### src/rtl/interfaz_rx_pkg.sv
// Shared UART/ALU definitions: FSM state encoding and default datapath widths.
package interfaz_rx_pkg;

    localparam int NB_DATA_DEF = 8;
    localparam int NB_OP_DEF   = 6;

    typedef enum logic [1:0] {
        ST_A  = 2'b00,
        ST_B  = 2'b01,
        ST_OP = 2'b10
    } rx_state_t;

endpackage

### src/rtl/interfaz_rx_if.sv
// UART-receiver to ALU frame bus; master drives received bytes, slave presents frames.
interface interfaz_rx_if
    import interfaz_rx_pkg::*;
#(
    parameter int NB_DATA = NB_DATA_DEF,
    parameter int NB_OP   = NB_OP_DEF
);
    logic [NB_DATA-1:0] i_data;
    logic               i_rx_done;
    logic [NB_DATA-1:0] o_dato_a;
    logic [NB_DATA-1:0] o_dato_b;
    logic [NB_OP-1:0]   o_opcode;
    logic               o_start_alu;
    logic               o_timeout;
    logic               o_busy;

    modport master (
        output i_data, i_rx_done,
        input  o_dato_a, o_dato_b, o_opcode, o_start_alu, o_timeout, o_busy
    );

    modport slave (
        input  i_data, i_rx_done,
        output o_dato_a, o_dato_b, o_opcode, o_start_alu, o_timeout, o_busy
    );
endinterface

### src/rtl/interfaz_rx.sv
// Assembles A, B, opcode bytes into one registered ALU frame with a start pulse (1 cycle latency).
// No backpressure: bytes are accepted whenever i_rx_done pulses; partial frames are dropped after TIMEOUT idle cycles.
module interfaz_rx
    import interfaz_rx_pkg::*;
#(
    parameter int NB_DATA = NB_DATA_DEF,
    parameter int NB_OP   = NB_OP_DEF,
    parameter int TIMEOUT = 1000,
    parameter int NB_TOUT = 10
) (
    input  logic          i_clk,
    input  logic          i_rst,
    interfaz_rx_if.slave  bus
);

    localparam logic [NB_TOUT-1:0] TOUT_LAST = NB_TOUT'(TIMEOUT - 1);

    rx_state_t          state_q, state_d;
    logic [NB_TOUT-1:0] cnt_q, cnt_d;
    logic [NB_DATA-1:0] shadow_a_q, shadow_a_d;
    logic [NB_DATA-1:0] shadow_b_q, shadow_b_d;
    logic [NB_DATA-1:0] dato_a_q, dato_a_d;
    logic [NB_DATA-1:0] dato_b_q, dato_b_d;
    logic [NB_OP-1:0]   opcode_q, opcode_d;
    logic               start_q, start_d;
    logic               tout_q, tout_d;
    logic               busy_q, busy_d;

    always_comb begin
        state_d    = state_q;
        cnt_d      = cnt_q;
        shadow_a_d = shadow_a_q;
        shadow_b_d = shadow_b_q;
        dato_a_d   = dato_a_q;
        dato_b_d   = dato_b_q;
        opcode_d   = opcode_q;
        start_d    = 1'b0;
        tout_d     = 1'b0;

        case (state_q)
            ST_A: begin
                cnt_d = '0;
                if (bus.i_rx_done) begin
                    shadow_a_d = bus.i_data;
                    state_d    = ST_B;
                end
            end
            ST_B: begin
                // A byte arriving on the last counted cycle still wins over the timeout.
                if (bus.i_rx_done) begin
                    shadow_b_d = bus.i_data;
                    cnt_d      = '0;
                    state_d    = ST_OP;
                end else if (cnt_q == TOUT_LAST) begin
                    cnt_d   = '0;
                    tout_d  = 1'b1;
                    state_d = ST_A;
                end else begin
                    cnt_d = cnt_q + NB_TOUT'(1);
                end
            end
            ST_OP: begin
                if (bus.i_rx_done) begin
                    dato_a_d = shadow_a_q;
                    dato_b_d = shadow_b_q;
                    opcode_d = bus.i_data[NB_OP-1:0];
                    start_d  = 1'b1;
                    cnt_d    = '0;
                    state_d  = ST_A;
                end else if (cnt_q == TOUT_LAST) begin
                    cnt_d   = '0;
                    tout_d  = 1'b1;
                    state_d = ST_A;
                end else begin
                    cnt_d = cnt_q + NB_TOUT'(1);
                end
            end
            default: begin
                cnt_d   = '0;
                state_d = ST_A;
            end
        endcase

        busy_d = (state_d == ST_B) || (state_d == ST_OP);
    end

    always_ff @(posedge i_clk) begin
        if (i_rst) begin
            state_q    <= ST_A;
            cnt_q      <= '0;
            shadow_a_q <= '0;
            shadow_b_q <= '0;
            dato_a_q   <= '0;
            dato_b_q   <= '0;
            opcode_q   <= '0;
            start_q    <= 1'b0;
            tout_q     <= 1'b0;
            busy_q     <= 1'b0;
        end else begin
            state_q    <= state_d;
            cnt_q      <= cnt_d;
            shadow_a_q <= shadow_a_d;
            shadow_b_q <= shadow_b_d;
            dato_a_q   <= dato_a_d;
            dato_b_q   <= dato_b_d;
            opcode_q   <= opcode_d;
            start_q    <= start_d;
            tout_q     <= tout_d;
            busy_q     <= busy_d;
        end
    end

    assign bus.o_dato_a    = dato_a_q;
    assign bus.o_dato_b    = dato_b_q;
    assign bus.o_opcode    = opcode_q;
    assign bus.o_start_alu = start_q;
    assign bus.o_timeout   = tout_q;
    assign bus.o_busy      = busy_q;

endmodule

### src/flat_wrapper.sv
// flat-port wrapper written by rule: the top's interface ports become plain ports
module interfaz_rx_flat import interfaz_rx_pkg::*;
#(
    parameter int NB_DATA = NB_DATA_DEF,
    parameter int NB_OP   = NB_OP_DEF,
    parameter int TIMEOUT = 1000,
    parameter int NB_TOUT = 10
)
  (i_clk, i_rst, bus_i_data, bus_i_rx_done, bus_o_dato_a, bus_o_dato_b, bus_o_opcode, bus_o_start_alu, bus_o_timeout, bus_o_busy);
  interfaz_rx_if #(.NB_DATA(NB_DATA), .NB_OP(NB_OP)) bus_i ();
  input  logic i_clk;
  input  logic i_rst;
  input wire logic [$bits(bus_i.i_data)-1:0] bus_i_data;
  input wire logic [$bits(bus_i.i_rx_done)-1:0] bus_i_rx_done;
  output wire logic [$bits(bus_i.o_dato_a)-1:0] bus_o_dato_a;
  output wire logic [$bits(bus_i.o_dato_b)-1:0] bus_o_dato_b;
  output wire logic [$bits(bus_i.o_opcode)-1:0] bus_o_opcode;
  output wire logic [$bits(bus_i.o_start_alu)-1:0] bus_o_start_alu;
  output wire logic [$bits(bus_i.o_timeout)-1:0] bus_o_timeout;
  output wire logic [$bits(bus_i.o_busy)-1:0] bus_o_busy;
  assign bus_i.i_data = bus_i_data;
  assign bus_i.i_rx_done = bus_i_rx_done;
  assign bus_o_dato_a = bus_i.o_dato_a;
  assign bus_o_dato_b = bus_i.o_dato_b;
  assign bus_o_opcode = bus_i.o_opcode;
  assign bus_o_start_alu = bus_i.o_start_alu;
  assign bus_o_timeout = bus_i.o_timeout;
  assign bus_o_busy = bus_i.o_busy;
  interfaz_rx #(.NB_DATA(NB_DATA), .NB_OP(NB_OP), .TIMEOUT(TIMEOUT), .NB_TOUT(NB_TOUT)) u_core (.i_clk(i_clk), .i_rst(i_rst), .bus(bus_i));
endmodule
### config.mk
export PLATFORM = sky130hd
export DESIGN_NAME = interfaz_rx_flat
export DESIGN_NICKNAME = d
export VERILOG_FILES = /design/src/rtl/interfaz_rx_pkg.sv /design/src/rtl/interfaz_rx_if.sv /design/src/rtl/interfaz_rx.sv /design/src/flat_wrapper.sv
export SDC_FILE = /design/constraint.sdc
export NUM_CORES = 1
export LEC_CHECK = 0
export CORE_MARGIN = 2
export CORE_UTILIZATION = 55
export CTS_CLUSTER_DIAMETER = 120
export DETAILED_ROUTE_END_ITERATION = 8
export PLACE_DENSITY = 0.9
export SYNTH_ARGS = -nofsm -noshare
export SYNTH_HDL_FRONTEND = slang
export SYNTH_SLANG_ARGS = --single-unit
### constraint.sdc
create_clock -name i_clk -period 3.9 [get_ports i_clk]
set_clock_uncertainty 0.05 [all_clocks]
set_input_delay 0.585 -clock i_clk [delete_from_list [all_inputs] [get_ports i_clk]]
set_output_delay 0.585 -clock i_clk [all_outputs]
set_load 0.02 [all_outputs]
After elaboration in Yosys (flattened, before gate mapping)
Cells that the tools add are included.
Operators by class
  add/sub/neg operators: 1
  equality and inequality tests: 5
  muxes and demuxes: 7
  bitwise logic cells: 2
  reductions and logical operators: 9
Operators by type and width (count)
  10-bit by 1-bit adder with 10-bit output, second input constant: 1
  10-bit == test, second input constant: 1
  2-bit 2-to-1 mux: 4
  2-bit case mux with 3 select lines: 1
  2-bit AND reduction: 3
  2-bit by 1-bit == test with 1-bit output, second input constant: 2
  2-bit == test, second input constant: 2
  2-bit OR reduction: 2
  4-bit OR reduction: 1
  3-bit OR reduction: 1
  2-bit logical NOT: 1
  1-bit 2-to-1 mux: 2
  1-bit NOT: 2
  1-bit logical OR: 1
Word-level totals
  register bits after elaboration: 53
  output and inout port bits: 25
  logic and storage cells: 34

Longest topological paths before layout
Gate-level depths: netlist (run 1).
  depth in word-level cells: 6
  mapped depth: 7
  depth with buffers taken out: 6

Least setup slack after synthesis (run 1)
No wires, ideal clock.
  path kind: reg2reg
  from: reg u_core.state_q[0]
  to: reg u_core.busy_q, in the netlist u_core.bus.o_busy
  setup time: 115 ps
  data arrival time: 1384 ps
  data required time: 3735 ps
  path slack: 2351 ps
  cell stages (with the launch flop): 7
  period minus slack after synthesis: 1549 ps
  path through: dfxtp_1 -> inv_1 -> ha_1 -> o21ba_2 -> o221a_2 -> o211a_1 -> o21ba_2
Between the ends
  cells in the longest elaborated chain, start to end: 5
  elaborated cells between the ends (all ways): 11
Ends and longest elaborated chain
  from (decl): RTL line interfaz_rx.sv:18  | rx_state_t state_q, state_d;
  from (signal assigned): RTL line interfaz_rx.sv:100  | state_q <= state_d;
  2-bit 2-to-1 mux: RTL line interfaz_rx.sv:54, interfaz_rx.sv:70
  2-bit 2-to-1 mux (on tied branches): RTL line interfaz_rx.sv:63, interfaz_rx.sv:50
  2-bit case mux with 3 select lines *: RTL line interfaz_rx.sv:40  | case (state_q)
  2-bit by 1-bit == test with 1-bit output / 2-bit == test (equally long branches): RTL line interfaz_rx.sv:84  | busy_d = (state_d == ST_B) || (state_d == ST_OP);
  1-bit logical OR *: RTL line interfaz_rx.sv:84
  to (signal assigned): RTL line interfaz_rx.sv:109  | busy_q <= busy_d;
  to (decl): RTL line interfaz_rx.sv:27  | logic busy_q, busy_d;
Mark *: on every way between the ends. The rest lies on a longest branch, timed or not.
A chain may end at the register's enable or synchronous reset.

Worst setup path in the final report (run 1)
  from: in bus_i_rx_done
  to: reg u_core.dato_b_q[1], in the netlist u_core.bus.o_dato_b[1]
Between the ends
  cells in the longest elaborated chain, start to end: 1
Ends and longest elaborated chain
  from (decl): RTL line flat_wrapper.sv:14  | input wire logic [$bits(bus_i.i_rx_done)-1:0] bus_i_rx_done;
  2-bit AND reduction (no line)
  to (signal assigned): RTL line interfaz_rx.sv:105  | dato_b_q <= dato_b_d;
  to (decl): RTL line interfaz_rx.sv:23  | logic [NB_DATA-1:0] dato_b_q, dato_b_d;
Every way passes these cells.

==> impl_results.md, run 1 <==
- Cells after synthesis: about 250
- Starting Density: between 50 and 60%
- Final setup violation count: 0
- Drt first pass iters: 4
- CP arrival: approximately 2.6 ns
- Clk pin slew, worst setup/hold paths: approximately 0.09 ns
- Post-synth EDFFs: 0
- Worst Tran Pin Value: 0.788 ns
- Final count of pins violating max slew: 0
- Port buffer count: 35
- Setup WS pre-CTS: 1.14 ns
- Critical Path Source Type: input port
- Ports: 36
- Via count: 1696
- Count of different cell masters after synthesis: 26
- CP Data Required Time: slightly above 4 ns
- Die height: 65.0 µm
- Hold WC Path Type: register to register
- Max Cap Viol: 0
- Part of the Yosys area used for sequential elements: 51.9%
- GRT Util Overall: about 20%
- CTS max path bufs: 2
- Post-CTS setup buffers: 0
- Comb pwr share: 10.1%
- CTS buffer count: 5
- Worst setup path class: input port to register
- Yosys reg bits: 53
- Met3 usage: under 10%
- PnR worst setup slack: between 1 and 1.5 ns
- Final #Nets: 291
- Share of cells above drive strength 1: approximately 5.4%
- Syn Std Cell Area: ~0.002 mm²
- Internal power: 0.812 mW
- Slew margin rel.: between 40 and 50%
- Setup TNS Final: 0 ns
- Vias in the first global route: between 1.5k and 2k
- Most Used Layer, Global Route: met2
- CTS Hold Buffers Added: 0
- Top cell type's share of synthesized area: between 50 and 60%
- Htree depth: 2
- Synth warn: 0
- Gp weighted congestion: between 0.8 and 0.9
- Worst-Skew Late Latency: approximately 0.30 ns
- Initial antenna violation count: 0
- Final hold vios: 0
- P&R area growth vs syn: 22.8%
- Hold WS: approximately 0.41 ns
- Total gr overflow: 0
- Post-synth ARST share: 0%
- Switching Fraction: between 20% and 30%
- First-pass GRT wire length: between 6000 and 7000 µm
- Vias/cell: between 5 and 6
- GR Layer Usage met1: between 20% and 30%
- Most frequent cell after synthesis: nand2_1
- Max Fclk: just over 400 MHz
- Peak supply drop: roughly 0.00032 V
- Largest net degree at the start of global routing: 44
- CORE AREA: between 0.003 and 0.004 mm²
- GRT met2 Usage: between 30% and 40%
- Crit path capture type: register
- Unrepaired setup endpoints after global routing: false
- Syn avg cell area: between 8 and 9 µm²
- Die W: 65.0 µm
- TritonCTS Sinks: 53
- Post-Syn Nets: 261
- Hpwl dp: 2630 µm
- Clock share of power: 35.8%
- Post-layout min period: 2.46 ns
- PwrDens: 419 mW/mm²
- N_diodes: 0
- Net switching power: around 0.24 mW
- CTS root buf: clkbuf_8
- Top_reg_cell synth: dfxtp_1
- Largest area contributor in the netlist: dfxtp_1
- Remaining antenna violation count: 0
- Flop pwr share: between 50 and 60%
- Top post-synthesis cells by area: dfxtp_1 52%, nand2_1 13%, a21oi_1 9.3%, nand3_1 4.9%, ha_1 3.1%
- CTS tree: yes
- Die ar.: 0.00422 mm²
- Resized Gates After CTS: 0
- DRC: 0
- Crit Path Max Fanout: 26
- Final wirelength: 3830 µm
- Top cells by count, synth: 69 x nand2_1, 53 x dfxtp_1, 38 x a21oi_1
- FP Rows: 22
- Leak: around 0.84 nW
- DRT iter0 DRCs: between 100 and 150
- Status: finished, final reports clean
- Fin crit share: 63.1%
- Avg WL per Cell: around 12 µm
## state kept, by name (all words and copies together) (netlist names)
name / flops
u_core.shadow_a_q: 8
u_core.bus.o_start_alu: 1
u_core.bus.o_timeout: 1
u_core.state_q: 2
u_core.shadow_b_q: 8
u_core.bus.o_dato_a: 8
u_core.bus.o_busy: 1
u_core.bus.o_dato_b: 8
u_core.cnt_q: 10
u_core.bus.o_opcode: 6
## power groups by stage
stage | Sequential [mW] | Clock (mW) | Combinational [mW]
floorplan | 0.586 | 0 | 0.0673
global placement | 0.581 | 0 | 0.103
detailed placement | 0.581 | 0 | 0.106
CTS | 0.568 | 0.383 | 0.107
global route | 0.571 | 0.406 | 0.117
finish | 0.569 | 0.377 | 0.107
## critical path: stages
cell	delay, ns
clkdlybuf4s50_1	0.98
nand2_1	0.68
nand2_1	0.25
a21oi_1	0.08
## cell usage in the layout (no fill, tap or decap), drive strengths merged
cell type	Yosys	final
or3b	1	1
ha	5	5
and4bb	1	1
and4	1	1
xor2	2	2
o21ba	3	3
nand3	20	20
and4b	1	1
nand4	1	1
nor3	4	4
nor4	1	1
xnor2	6	6
clkbuf	5	7
a21oi	38	38
buf	9	2
clkdlybuf4s50	0	35
bufinv	0	1
inv	4	4
o211a	1	1
nand2b	1	1
o221a	1	1
and2	1	1
o221ai	1	1
dfxtp	53	53
nand2	69	69
nor2	16	16
## layout make-up
cell class | count | area (µm²)
Tap cell | 48 | 60.1
Clock inverter | 1 | 30.0
Fill cell | 271 | 1090
Multi-Input combinational cell | 174 | 893
Inverter | 4 | 15.0
Clock buffer | 7 | 86.3
Timing Repair Buffer | 37 | 365
Sequential cell | 53 | 1060
## routing by layer
metal	wire (µm)	up-vias
met5	0	-
met4	57	0
met3	169	6
met2	1890	33
met1	1710	785
li1	-	872
## path summary, 6_finish.rpt
check	startpoint	end	slack, ns	depth (start not counted)
hold reg to reg	u_core.bus.o_dato_a[5]	u_core.bus.o_dato_a[5]	0.41	2
hold / removal	u_core.bus.o_dato_a[5]	u_core.bus.o_dato_a[5]	0.41	2
setup / recovery	bus_i_rx_done	u_core.bus.o_dato_b[1]	1.44	4
setup reg to reg	u_core.state_q[0]	u_core.bus.o_busy	2.11	6
## cells by family (layout without fill, tap and decap cells)
group / count (synthesis) / after routing / share of synthesized area [%]
buffers and inverters: 18 / 49 / 4.41
adder cells (fa/ha/maj): 5 / 5 / 3.06
XOR/XNOR: 8 / 8 / 3.43
AO/OA/AOI/OAI: 44 / 44 / 12.2
flip-flops: 53 / 53 / 51.9
AND/OR/NAND/NOR: 117 / 117 / 25.0
## metrics by stage
step / utilization [%] / cells / total power, mW / cell area [µm²]
after CTS: 69.6 / 324 / 1.06 / 2510
after detailed placement: 66.4 / 316 / 0.687 / 2390
after global placement: 66.4 / 316 / 0.683 / 2390
after floorplan: - / 245 / 0.653 / 2040
after global routing: 69.6 / 324 / 1.09 / 2510
final: 69.6 / 324 / 1.05 / 2510
(Power assumes the default switching activity.)
==> inputs of run 2 (changes only) <==
CORE_UTILIZATION = 51   (was 55)
PLACE_DENSITY = 0.85   (was 0.9)
clock period = 2.4 ns   (was 3.9 ns; I/O delays follow)
==> run 2 against run 1 <==
Clock power grew 84%. Critical endpoint is now u_core.bus.o_busy. Total power rose by 71%. Non-clock buffer count grew 4. First-iteration DRC count up 3.4%. Sequential cell count is the same. Die area rose by 7.3%. Sequential power rose by 62%.
==> impl_results.md, run 2 (synthesis results as in run 1) <==
- Status: finished, final reports clean
- CP max stage delay: 0.40 ns
- Hold WS: 0.406 ns
- Crit path capture type: register
- Commonest cells after routing, fill and taps aside: 69 x nand2_1, 53 x dfxtp_1, 38 x a21oi_1
- Via count: around 1.7k
- Post-CTS setup buffers: 0
- Hpwl dp: roughly 2900 µm
- R2r endpoint: u_core.bus.o_busy
- Final setup violation count: 0
- Die ar.: 0.00453 mm²
- PwrDens: around 700 mW/mm²
- P&R area growth vs syn: 25.3%
- Slew margin rel.: between 70% and 80%
- Commonest non-fill, non-tap cell in the layout: nand2_1
- GR Layer Usage met1: between 20 and 25%
- Crit path cell chain: inv_1 > ha_1 > o21ba_2 > o221a_2 > nor3_1 > o21ba_2
- CP Buf/Inv Count: 1
- CTS tree: yes
- Vias/cell: between 5 and 6
- Worst hold endpoint: u_core.bus.o_dato_a[5]
- Clk pin slew, worst setup/hold paths: about 0.09 ns
- Worst-Skew Late Latency: roughly 0.3 ns
- FF-to-FF setup slack: 0.58 ns
- Starting Density: a little over half
- Hold WC Path Type: register to register
- Htree depth: 2
- Vias in the first global route: 1547
- Worst hold stages: 2
- Layout Cells excl Fill: 330
- CTS buffer count: 5
- Largest net degree at the start of global routing: 43
- Crit Path Max Fanout: 13
- Die W: approximately 67 µm
- Final hold vios: 0
- Post-layout min period: 1.82 ns
- FP Rows: 23
- Port buffer count: 35
- CP Data Required Time: about 2.6 ns
- CORE AREA: 0.00391 mm²
- Filler Cells Inserted: approximately 330
- Ports: 36
- CTS max path bufs: 2
- DRT iter0 DRCs: around 120
- Met3 usage: under 10%
- GRT Util Overall: 19.7%
- Unrepaired setup endpoints after global routing: false
- Initial antenna violation count: 0
- Gp weighted congestion: around 0.83
- Final count of pins violating max slew: 0
- Leak: slightly below 0.9 nW
- Fin crit share: between 70% and 80%
- Most frequent CP cell: o21ba_2
- Most Used Layer, Global Route: met2
- DRC: 0
- CTS Hold Buffers Added: 0
- Worst path depth: 6
- Total gr overflow: 0
- CP max stage cell: dfxtp_1
- Max Fclk: between 500 and 600 MHz
- N_diodes: 0
- Resized Gates After CTS: 0
- Delay-heaviest family, CP: compound AO/OA/AOI/OAI gates
- Share of cells above drive strength 1: under 10%
- Largest register by flop count: u_core.cnt_q
- Min-delay src: u_core.bus.o_dato_a[5]
- GRT met2 Usage: around a third
- CP arrival: 2.03 ns
- Worst setup path class: register to register
- Final wirelength: between 4000 and 5000 µm
- Critical Path Source Type: register
- Largest register FFs: 10
- Max Cap Viol: 0
- First-pass GRT wire length: between 6000 and 7000 µm
- Remaining antenna violation count: 0
- TritonCTS Sinks: 53
- Final #Nets: approximately 300
- CTS root buf: clkbuf_8
- Avg WL per Cell: roughly 13 µm
- Peak supply drop: between 0.0006 and 0.0007 V
- Worst Tran Pin Value: 0.402 ns
- # placed instances: 322
- Drt first pass iters: 4
- Worst R2R Path Depth: 6
- Reg2Reg Launch Point: u_core.state_q[0]
- Die height: between 60 and 70 µm
- Setup TNS Final: 0 ns
## run 2: cell types whose count changed in the layout (fill, tap and decap cells not counted)
cell,delta
clkbuf_1,-1
buf_4,+4
clkbuf_8,-1
bufinv_16,+1
clkinv_2,+1
## run 2: how the worst max path moves through the flow
| stage | startpoint | end | slack (ns) |
|---|---|---|---|
| 4_1_cts | u_core.state_q[0] | u_core.bus.o_busy | 0.55 |
| 2_1_floorplan | u_core.state_q[0] | u_core.bus.o_busy | 0.85 |
| 5_1_grt | u_core.state_q[0] | u_core.bus.o_busy | 0.44 |
| 3_5_place_dp | bus_i_rx_done | u_core.bus.o_dato_a[2] | 0.52 |
| 6_report | u_core.state_q[0] | u_core.bus.o_busy | 0.58 |
| 3_3_place_gp | bus_i_rx_done | u_core.bus.o_busy | 0.56 |
## run 2: where the power goes
group | internal, mW | switching (mW) | total, mW
combinational | 0.0765 | 0.104 | 0.181
sequential | 0.908 | 0.0163 | 0.924
clock | 0.414 | 0.281 | 0.695
## run 2: worst register-to-register path, stage by stage, from the launching register on
cell and delay [ns]:
dfxtp_1 0.40, inv_1 0.08, ha_1 0.34, o21ba_2 0.25
o221a_2 0.25, nor3_1 0.24, o21ba_2 0.16
## run 2: per-layer routing
metal	share of wire [%]	up-vias
li1	-	877
met1	43	793
met2	51	29
met3	4.1	4
met4	1.6	0
met5	0	-
## run 2: area by class of cell
class                           instances  area [µm²]  share of cell area (%)
Clock buffer                            5        68.8                    2.69
Clock inverter                          3        65.1                    2.54
Inverter                                4        15.0                   0.586
Multi-Input combinational cell        174         893                    34.9
Sequential cell                        53        1060                    41.4
Tap cell                               50        62.6                    2.44
Timing Repair Buffer                   41         395                    15.4
## run 2: through the flow
| stage | power (mW) | utilization, % | worst slack [ns] | area, µm² |
|---|---|---|---|---|
| after floorplan | 1.06 | - | 0.851 | 2040 |
| after global placement | 1.12 | 62.0 | 0.559 | 2430 |
| after detailed placement | 1.12 | 62.0 | 0.521 | 2430 |
| after CTS | 1.81 | 65.4 | 0.550 | 2560 |
| after global routing | 1.87 | 65.4 | 0.435 | 2560 |
| final | 1.80 | 65.4 | 0.577 | 2560 |
